$ cat config.mk
export PLATFORM = sky130hd
export DESIGN_NAME = synch_ram_burst
export DESIGN_NICKNAME = d
export VERILOG_FILES = /design/src/rtl/synch_ram_pkg.sv /design/src/rtl/synch_ram_core.sv /design/src/rtl/synch_ram_burst.sv
export SDC_FILE = /design/constraint.sdc
export NUM_CORES = 2
export LEC_CHECK = 0
export BUFFER_PORTS_ARGS = -buffer_cell sky130_fd_sc_hd__buf_2
export CAP_MARGIN = 20
export CORE_MARGIN = 3
export CORE_UTILIZATION = 28
export DETAILED_ROUTE_END_ITERATION = 8
export MAX_ROUTING_LAYER = met4
export PLACE_DENSITY = 0.48
export SLEW_MARGIN = 30
export SYNTH_ARGS = -nofsm -noshare
export SYNTH_HDL_FRONTEND = slang
export SYNTH_SLANG_ARGS = --single-unit
$ cat constraint.sdc
create_clock -name clk -period 3.24 [get_ports clk]
set_input_delay 0.324 -clock clk [delete_from_list [all_inputs] [get_ports clk]]
set_output_delay 0.324 -clock clk [all_outputs]
set_load 0.02 [all_outputs]
$ cat src/rtl/synch_ram_pkg.sv
// Shared types and helpers for the burst-capable synchronous RAM.
// Parity storage is enabled by defining SYNCH_RAM_PARITY_EN.
package synch_ram_pkg;

  localparam int DATA_W_DEF = 8;
  localparam int ADDR_W_DEF = 8;
  localparam int LEN_W_DEF  = 4;

  typedef enum logic [1:0] {
    IDLE     = 2'd0,
    BURST_RD = 2'd1,
    BURST_WR = 2'd2
  } state_t;

  // Even parity over a zero-extended word (words up to 64 bits).
  function automatic logic parity(input logic [63:0] d);
    return ^d;
  endfunction

endpackage

$ cat src/rtl/synch_ram_core.sv
// Storage array with one write port and a registered read port.
// Ports: we/re/addr/wdata in; rdata/rvalid/perr registered out.
module synch_ram_core
  import synch_ram_pkg::*;
#(
  parameter int DATA_W = DATA_W_DEF,
  parameter int ADDR_W = ADDR_W_DEF
) (
  input  logic              clk,
  input  logic              rst_n,
  input  logic              we,
  input  logic              re,
  input  logic [ADDR_W-1:0] addr,
  input  logic [DATA_W-1:0] wdata,
  output logic [DATA_W-1:0] rdata,
  output logic              rvalid,
  output logic              perr
);

  localparam int DEPTH = 2**ADDR_W;
`ifdef SYNCH_RAM_PARITY_EN
  localparam int MW = DATA_W + 1;
`else
  localparam int MW = DATA_W;
`endif

  logic [MW-1:0] mem [DEPTH];
  logic [MW-1:0] wword;
  logic [MW-1:0] rword;

`ifdef SYNCH_RAM_PARITY_EN
  assign wword = {parity(64'(wdata)), wdata};
`else
  assign wword = wdata;
`endif

  assign rword = mem[addr];

  always_ff @(posedge clk) begin
    if (we) mem[addr] <= wword;
  end

  always_ff @(posedge clk or negedge rst_n) begin
    if (!rst_n) begin
      rdata  <= '0;
      rvalid <= 1'b0;
      perr   <= 1'b0;
    end else begin
      rvalid <= re;
      perr   <= 1'b0;
      if (re) begin
        rdata <= rword[DATA_W-1:0];
`ifdef SYNCH_RAM_PARITY_EN
        perr  <= rword[DATA_W] ^
                 parity(64'(rword[DATA_W-1:0]));
`endif
      end
    end
  end

endmodule

$ cat src/rtl/synch_ram_burst.sv
// Chip-selected RAM slave with single accesses and wrapping bursts.
// Optional parity via SYNCH_RAM_PARITY_EN; parityErr is 0 otherwise.
module synch_ram_burst
  import synch_ram_pkg::*;
#(
  parameter int DATA_W = DATA_W_DEF,
  parameter int ADDR_W = ADDR_W_DEF,
  parameter int LEN_W  = LEN_W_DEF
) (
  input  logic              clk,
  input  logic              rst_n,
  input  logic              chipsel,
  input  logic              writeEn,
  input  logic              readEn,
  input  logic              burstStart,
  input  logic [LEN_W-1:0]  burstLen,
  input  logic [ADDR_W-1:0] addrIn,
  input  logic [DATA_W-1:0] busIn,
  output logic [DATA_W-1:0] busOut,
  output logic              readValid,
  output logic              busy,
  output logic              burstDone,
  output logic              parityErr
);

  state_t            state;
  logic [ADDR_W-1:0] ptr;
  logic [LEN_W-1:0]  cnt;

  logic              idle_acc;
  logic              rd_beat;
  logic              wr_beat;
  logic              beat;
  logic              we;
  logic              re;
  logic [ADDR_W-1:0] addr;

  assign idle_acc = (state == IDLE) && chipsel && !burstStart;
  assign rd_beat  = (state == BURST_RD) && chipsel;
  assign wr_beat  = (state == BURST_WR) && chipsel && writeEn;
  assign beat     = rd_beat || wr_beat;

  // A write wins over a simultaneous single read.
  always_comb begin
    we   = 1'b0;
    re   = 1'b0;
    addr = addrIn;
    unique case (1'b1)
      idle_acc: begin
        we = writeEn;
        re = readEn && !writeEn;
      end
      rd_beat: begin
        re   = 1'b1;
        addr = ptr;
      end
      wr_beat: begin
        we   = 1'b1;
        addr = ptr;
      end
      default: ;
    endcase
  end

  always_ff @(posedge clk or negedge rst_n) begin
    if (!rst_n) begin
      state     <= IDLE;
      ptr       <= '0;
      cnt       <= '0;
      busy      <= 1'b0;
      burstDone <= 1'b0;
    end else begin
      burstDone <= 1'b0;
      case (state)
        IDLE: begin
          if (chipsel && burstStart) begin
            ptr   <= addrIn;
            cnt   <= burstLen;
            busy  <= 1'b1;
            state <= writeEn ? BURST_WR : BURST_RD;
          end
        end
        BURST_RD, BURST_WR: begin
          if (!chipsel) begin
            state <= IDLE;
            busy  <= 1'b0;
          end else if (beat) begin
            ptr <= ptr + 1'b1;
            if (cnt == '0) begin
              state     <= IDLE;
              busy      <= 1'b0;
              burstDone <= 1'b1;
            end else begin
              cnt <= cnt - 1'b1;
            end
          end
        end
        default: begin
          state <= IDLE;
          busy  <= 1'b0;
        end
      endcase
    end
  end

  synch_ram_core #(
    .DATA_W (DATA_W),
    .ADDR_W (ADDR_W)
  ) u_core (
    .clk    (clk),
    .rst_n  (rst_n),
    .we     (we),
    .re     (re),
    .addr   (addr),
    .wdata  (busIn),
    .rdata  (busOut),
    .rvalid (readValid),
    .perr   (parityErr)
  );

endmodule

==> results by group <==
Status
  • Result of the run: finished with violations
  • Failing checks: negative setup slack

Worst setup path
  • Most common cell on crit path: sky130_fd_sc_hd__buf_4
  • Worst Path Class, Setup: flop to flop
  • Cells traversed along the worst timing path: inv_4 > ha_4 > nand3_4 > buf_6 > buf_12 > a32oi_4 > buf_12 > buf_4 > nand3_4 > buf_4 > a21oi_2 > nor3_1 > nand4_1 > o21ai_4 > o31a_1 > buf_4 > a31oi_1
  • Crit path largest cell delay: between 0.4 and 0.5 ns
  • Type of element capturing the critical path: flop
  • CP startpoint kind: flop
  • Arrival time worst endpoint: 4.41 ns
  • Required time worst endpoint: 4.01 ns
  • Highest-delay cell along the critical path: sky130_fd_sc_hd__dfrtp_2
  • Crit-path max FO: 6

Timing
  • Final hold slack: between 0.1 and 0.15 ns
  • Top achievable clock speed: ~0.28 GHz
  • Pin slew with the least headroom to its limit: about 0.94 ns
  • Final worst clock skew: ~0.046 ns
  • Total Neg Setup Slack: -3.674 ns
  • Final setup vio count: 57
  • Final slew viol count: 0
  • Total count of hold-check failures in the final report: 0
  • Setup repair after global routing missed its margin: true
  • Tcrit/Tclk final: 1.122
  • Worst rel slew slack: 0.3708
  • Shortest clock period the worst path allows after layout: 3.636 ns
  • Final critical-path setup slack: -0.3958 ns

Cells and area
  • Share of post-route cells with drive strength above 1: 0.2614
  • Utilization after layout: 0.3730
  • Filler cell count in the final layout: 27.79k
  • Layout net count: 7320
  • Total area of multi-input combinational cells: ~21000 sq um
  • Sequential cell area in the final layout: between 60000 and 70000 sq um
  • Area growth from synthesis to layout: 32.50%

Global route
  • Antenna violations before repair: 16
  • GRT overflow: 0
  • GRT Total Usage: 0.1993
  • Global-route wire length before repair: approximately 420000 um
  • Maximum number of pins on one net before global-route repair: 88
  • Vias in the first global route: around 55k

Yosys
  • Synth Area in Simple Gates: 0.1550
  • Share of the synthesized area in the top cell type: 0.7429
  • Complex-gate fraction of the synthesized area: 0.04841
  • Main synth FF type: sky130_fd_sc_hd__edfxtp_1
  • Arithmetic-cell share of the synthesized area counting full adders, half adders and majority gates: 0.0007557
  • Sequential fraction of the synthesis area: 0.7504
  • Number of distinct library cell variants in the gate-level netlist after synthesis: 70
  • Area of the mapped netlist: roughly 83000 sq um
  • Number of storage elements in the synthesis netlist: 2073
  • Synthesis Warnings: 0
  • Main combinational cell family by area after synthesis: simple AND/OR/NAND/NOR gates
  • Mapped Nets: approximately 6.3k
  • Count of flip-flops with a built-in enable after synthesis: between 2k and 2.5k
  • Post-synthesis cell type with the largest combined area: sky130_fd_sc_hd__edfxtp_1
  • Area share of xor/xnor cells in the synthesized design: 0
  • Async set-or-reset flop fraction in the synthesized netlist: 0.01206
  • Mean Syn Cell Area: ~13 sq um
  • Top cells by area, synth: sky130_fd_sc_hd__edfxtp_1, sky130_fd_sc_hd__nand2_1, sky130_fd_sc_hd__nand3_1
  • Share of synthesized area spent on multiplexers: 0.02031
  • Cell count after synthesis: 6225

Clocking
  • Clock sink total: slightly above 2k
  • Clock transition time at the flip-flop clock pins of the worst setup and hold paths: around 0.060 ns
  • Clock Latency Late Sink: between 0.8 and 0.9 ns
  • Clock tree from TritonCTS: yes
  • Max Buffers Root-to-Sink: 3
  • Buffer type at the clock tree root: sky130_fd_sc_hd__clkbuf_16
  • H-tree lvl count: 4
  • TritonCTS Buffers: around 220

Floorplanning
  • Row count: 199
  • Height of the chip: between 500 and 600 um
  • Die Footprint: a little over 300000 sq um
  • Std-Cell Core Area: 294100 sq um
  • Horizontal die dimension: ~550 um
  • I/O Pins: 38
  • Starting utilization of the core area: 0.2815

Placement
  • Count of buffers inserted at the top-level ports: 36
  • Worst setup slack before clock tree synthesis: -1.035 ns
  • Final estimated routing congestion in global placement: about 0.93
  • Estimated wirelength of the detail-placed design: about 200000 um

Routing
  • Wirelength per Cell: 26.40 um
  • Vias per cell: 5.044
  • Overall routed net length: around 300000 um
  • Via count: about 58k
  • Drt drc: 0
  • Number of violations reported at the end of detailed-routing iteration 0: 6602
  • Detailed-router iteration count before antenna repair: 8
  • Count of nets left with antenna violations after detail routing: 0

Run
  • Total of max-cap violations: 0

Pwr
  • Power per standard cell area: a little over 700 nW/um^2
  • Leakage power total: about 38 nW
  • Post-layout total power: just under 0.08 W
  • Highest ir drop seen on vdd: ~0.7 mV

Worst hold path
  • Type of the tightest min-delay check: input port to async pin
power by group:
| part | total [W] | internal [W] | switching (W) |
|---|---|---|---|
| combinational | 0.0225 | 0.00883 | 0.0137 |
| clock | 0.0260 | 0.0152 | 0.0108 |
| sequential | 0.0299 | 0.0296 | 0.000277 |
cell type report:
type	count	share of cell area
sequential	2073	0.5664
multi-input combinational	3743	0.1912
timing repair buffer	1247	0.1298
clock buffer	257	0.05116
tap	3919	0.04470
clock inverter	148	0.01628
inverter	8	0.0002966
antenna	8	0.0001825
metal layers:
layer	vias up	track usage	wire, um
met5	-	-	0
met4	0	0.06315	10090
met3	435	0.02935	21340
met2	2301	0.3084	139800
met1	29470	0.2697	129800
li1	25320	-	-
cell usage in the layout (no fill, tap or decap), types with 35 or more instances in the layout:
| cell | n |
|---|---|
| sky130_fd_sc_hd__edfxtp_1 | 2048 |
| sky130_fd_sc_hd__nand2_1 | 1744 |
| sky130_fd_sc_hd__buf_4 | 747 |
| sky130_fd_sc_hd__nand3_1 | 644 |
| sky130_fd_sc_hd__buf_12 | 286 |
| sky130_fd_sc_hd__clkbuf_16 | 222 |
| sky130_fd_sc_hd__a31oi_1 | 154 |
| sky130_fd_sc_hd__mux2i_1 | 152 |
| sky130_fd_sc_hd__nand4_1 | 113 |
| sky130_fd_sc_hd__a21oi_1 | 106 |
| sky130_fd_sc_hd__buf_6 | 100 |
| sky130_fd_sc_hd__nor2_1 | 95 |
| sky130_fd_sc_hd__nor2_2 | 89 |
| sky130_fd_sc_hd__and3_1 | 82 |
| sky130_fd_sc_hd__nor2_4 | 79 |
| sky130_fd_sc_hd__clkinv_2 | 43 |
| sky130_fd_sc_hd__a32oi_1 | 42 |
| sky130_fd_sc_hd__clkbuf_1 | 38 |
| sky130_fd_sc_hd__o22ai_1 | 37 |
| sky130_fd_sc_hd__clkinv_1 | 35 |
| sky130_fd_sc_hd__bufinv_16 | 35 |
final timing paths:
| kind | slack (ns) | from | cells after the start | endpoint |
|---|---|---|---|---|
| min | 0.14 | rst_n | 2 | ptr[6]$_DFFE_PN0P_ |
| min in group clk | 0.16 | busIn[0] | 1 | u_core.mem[148][0]$_DFFE_PP_ |
| min reg2reg | 0.55 | cnt[2]$_DFFE_PN0P_ | 2 | cnt[2]$_DFFE_PN0P_ |
| max in group asynchronous | 2.45 | rst_n | 2 | state[1]$_DFFE_PN0P_ |
| max reg2reg | -0.40 | state[0]$_DFFE_PN0P_ | 17 | u_core.rdata[0]$_DFFE_PN0P_ |
| max | -0.40 | state[0]$_DFFE_PN0P_ | 17 | u_core.rdata[0]$_DFFE_PN0P_ |
logic make-up (layout without fill, tap and decap cells):
group	after synthesis	in the layout
and+or+nand+nor	2987	2987
DFF	2073	2073
AOI/OAI and AO/OA	582	582
buffers and inverters	409	1660
muxes	168	168
adders and majority gates	5	5
other	1	9
synth_stat cells, types with 8 or more instances:
library cell / instances
sky130_fd_sc_hd__a32oi_1: 48
sky130_fd_sc_hd__buf_6: 10
sky130_fd_sc_hd__o21ai_0: 35
sky130_fd_sc_hd__a21oi_1: 114
sky130_fd_sc_hd__a32o_1: 8
sky130_fd_sc_hd__mux2i_1: 168
sky130_fd_sc_hd__a41oi_1: 17
sky130_fd_sc_hd__nand4_1: 113
sky130_fd_sc_hd__nand3_1: 664
sky130_fd_sc_hd__a31oi_1: 181
sky130_fd_sc_hd__dfrtp_1: 25
sky130_fd_sc_hd__nor3_1: 37
sky130_fd_sc_hd__and3_1: 89
sky130_fd_sc_hd__nor2_1: 260
sky130_fd_sc_hd__buf_2: 210
sky130_fd_sc_hd__a221oi_1: 9
sky130_fd_sc_hd__buf_1: 33
sky130_fd_sc_hd__inv_1: 8
sky130_fd_sc_hd__o22ai_1: 45
sky130_fd_sc_hd__clkbuf_1: 95
sky130_fd_sc_hd__a22oi_1: 23
sky130_fd_sc_hd__edfxtp_1: 2048
sky130_fd_sc_hd__nand2_1: 1763
sky130_fd_sc_hd__a222oi_1: 12
sky130_fd_sc_hd__nor4_1: 17
sky130_fd_sc_hd__buf_4: 53
sky130_fd_sc_hd__a311oi_1: 39
per-stage QoR:
| stage | instance area (sq um) | std cells |
|---|---|---|
| 6_report | 109700 | 11400 |
| 5_1_grt | 109700 | 11400 |
| 4_1_cts | 108500 | 11360 |
| 3_5_place_dp | 97760 | 10830 |
| 3_3_place_gp | 97760 | 10830 |
| 2_1_floorplan | 83380 | 6225 |
sequential cells by signal, indices dropped and copies added, names as in the netlist:
name	flops
ptr	8
u_core.rdata	8
state	2
busy	1
u_core.mem	2048
u_core.rvalid	1
cnt	4
burstDone	1
critical path, delay by kind of cell (launching register included):
family          cells  cell delay, ns
buf+inv             7            1.18
simple gates        4            0.53
fa+ha+maj           1            0.16
compound gates      5            1.20
flops               1            0.45
repair_timing:
action,4_1_cts,5_1_grt
hold buffers,22,0
pin swaps,88,79
buffers inserted,95,37
cloned,16,4
resized for setup,372,181
hold endpoints to repair,339,0
setup endpoints to repair,1634,1145
Power figures use the tool's default switching activity.
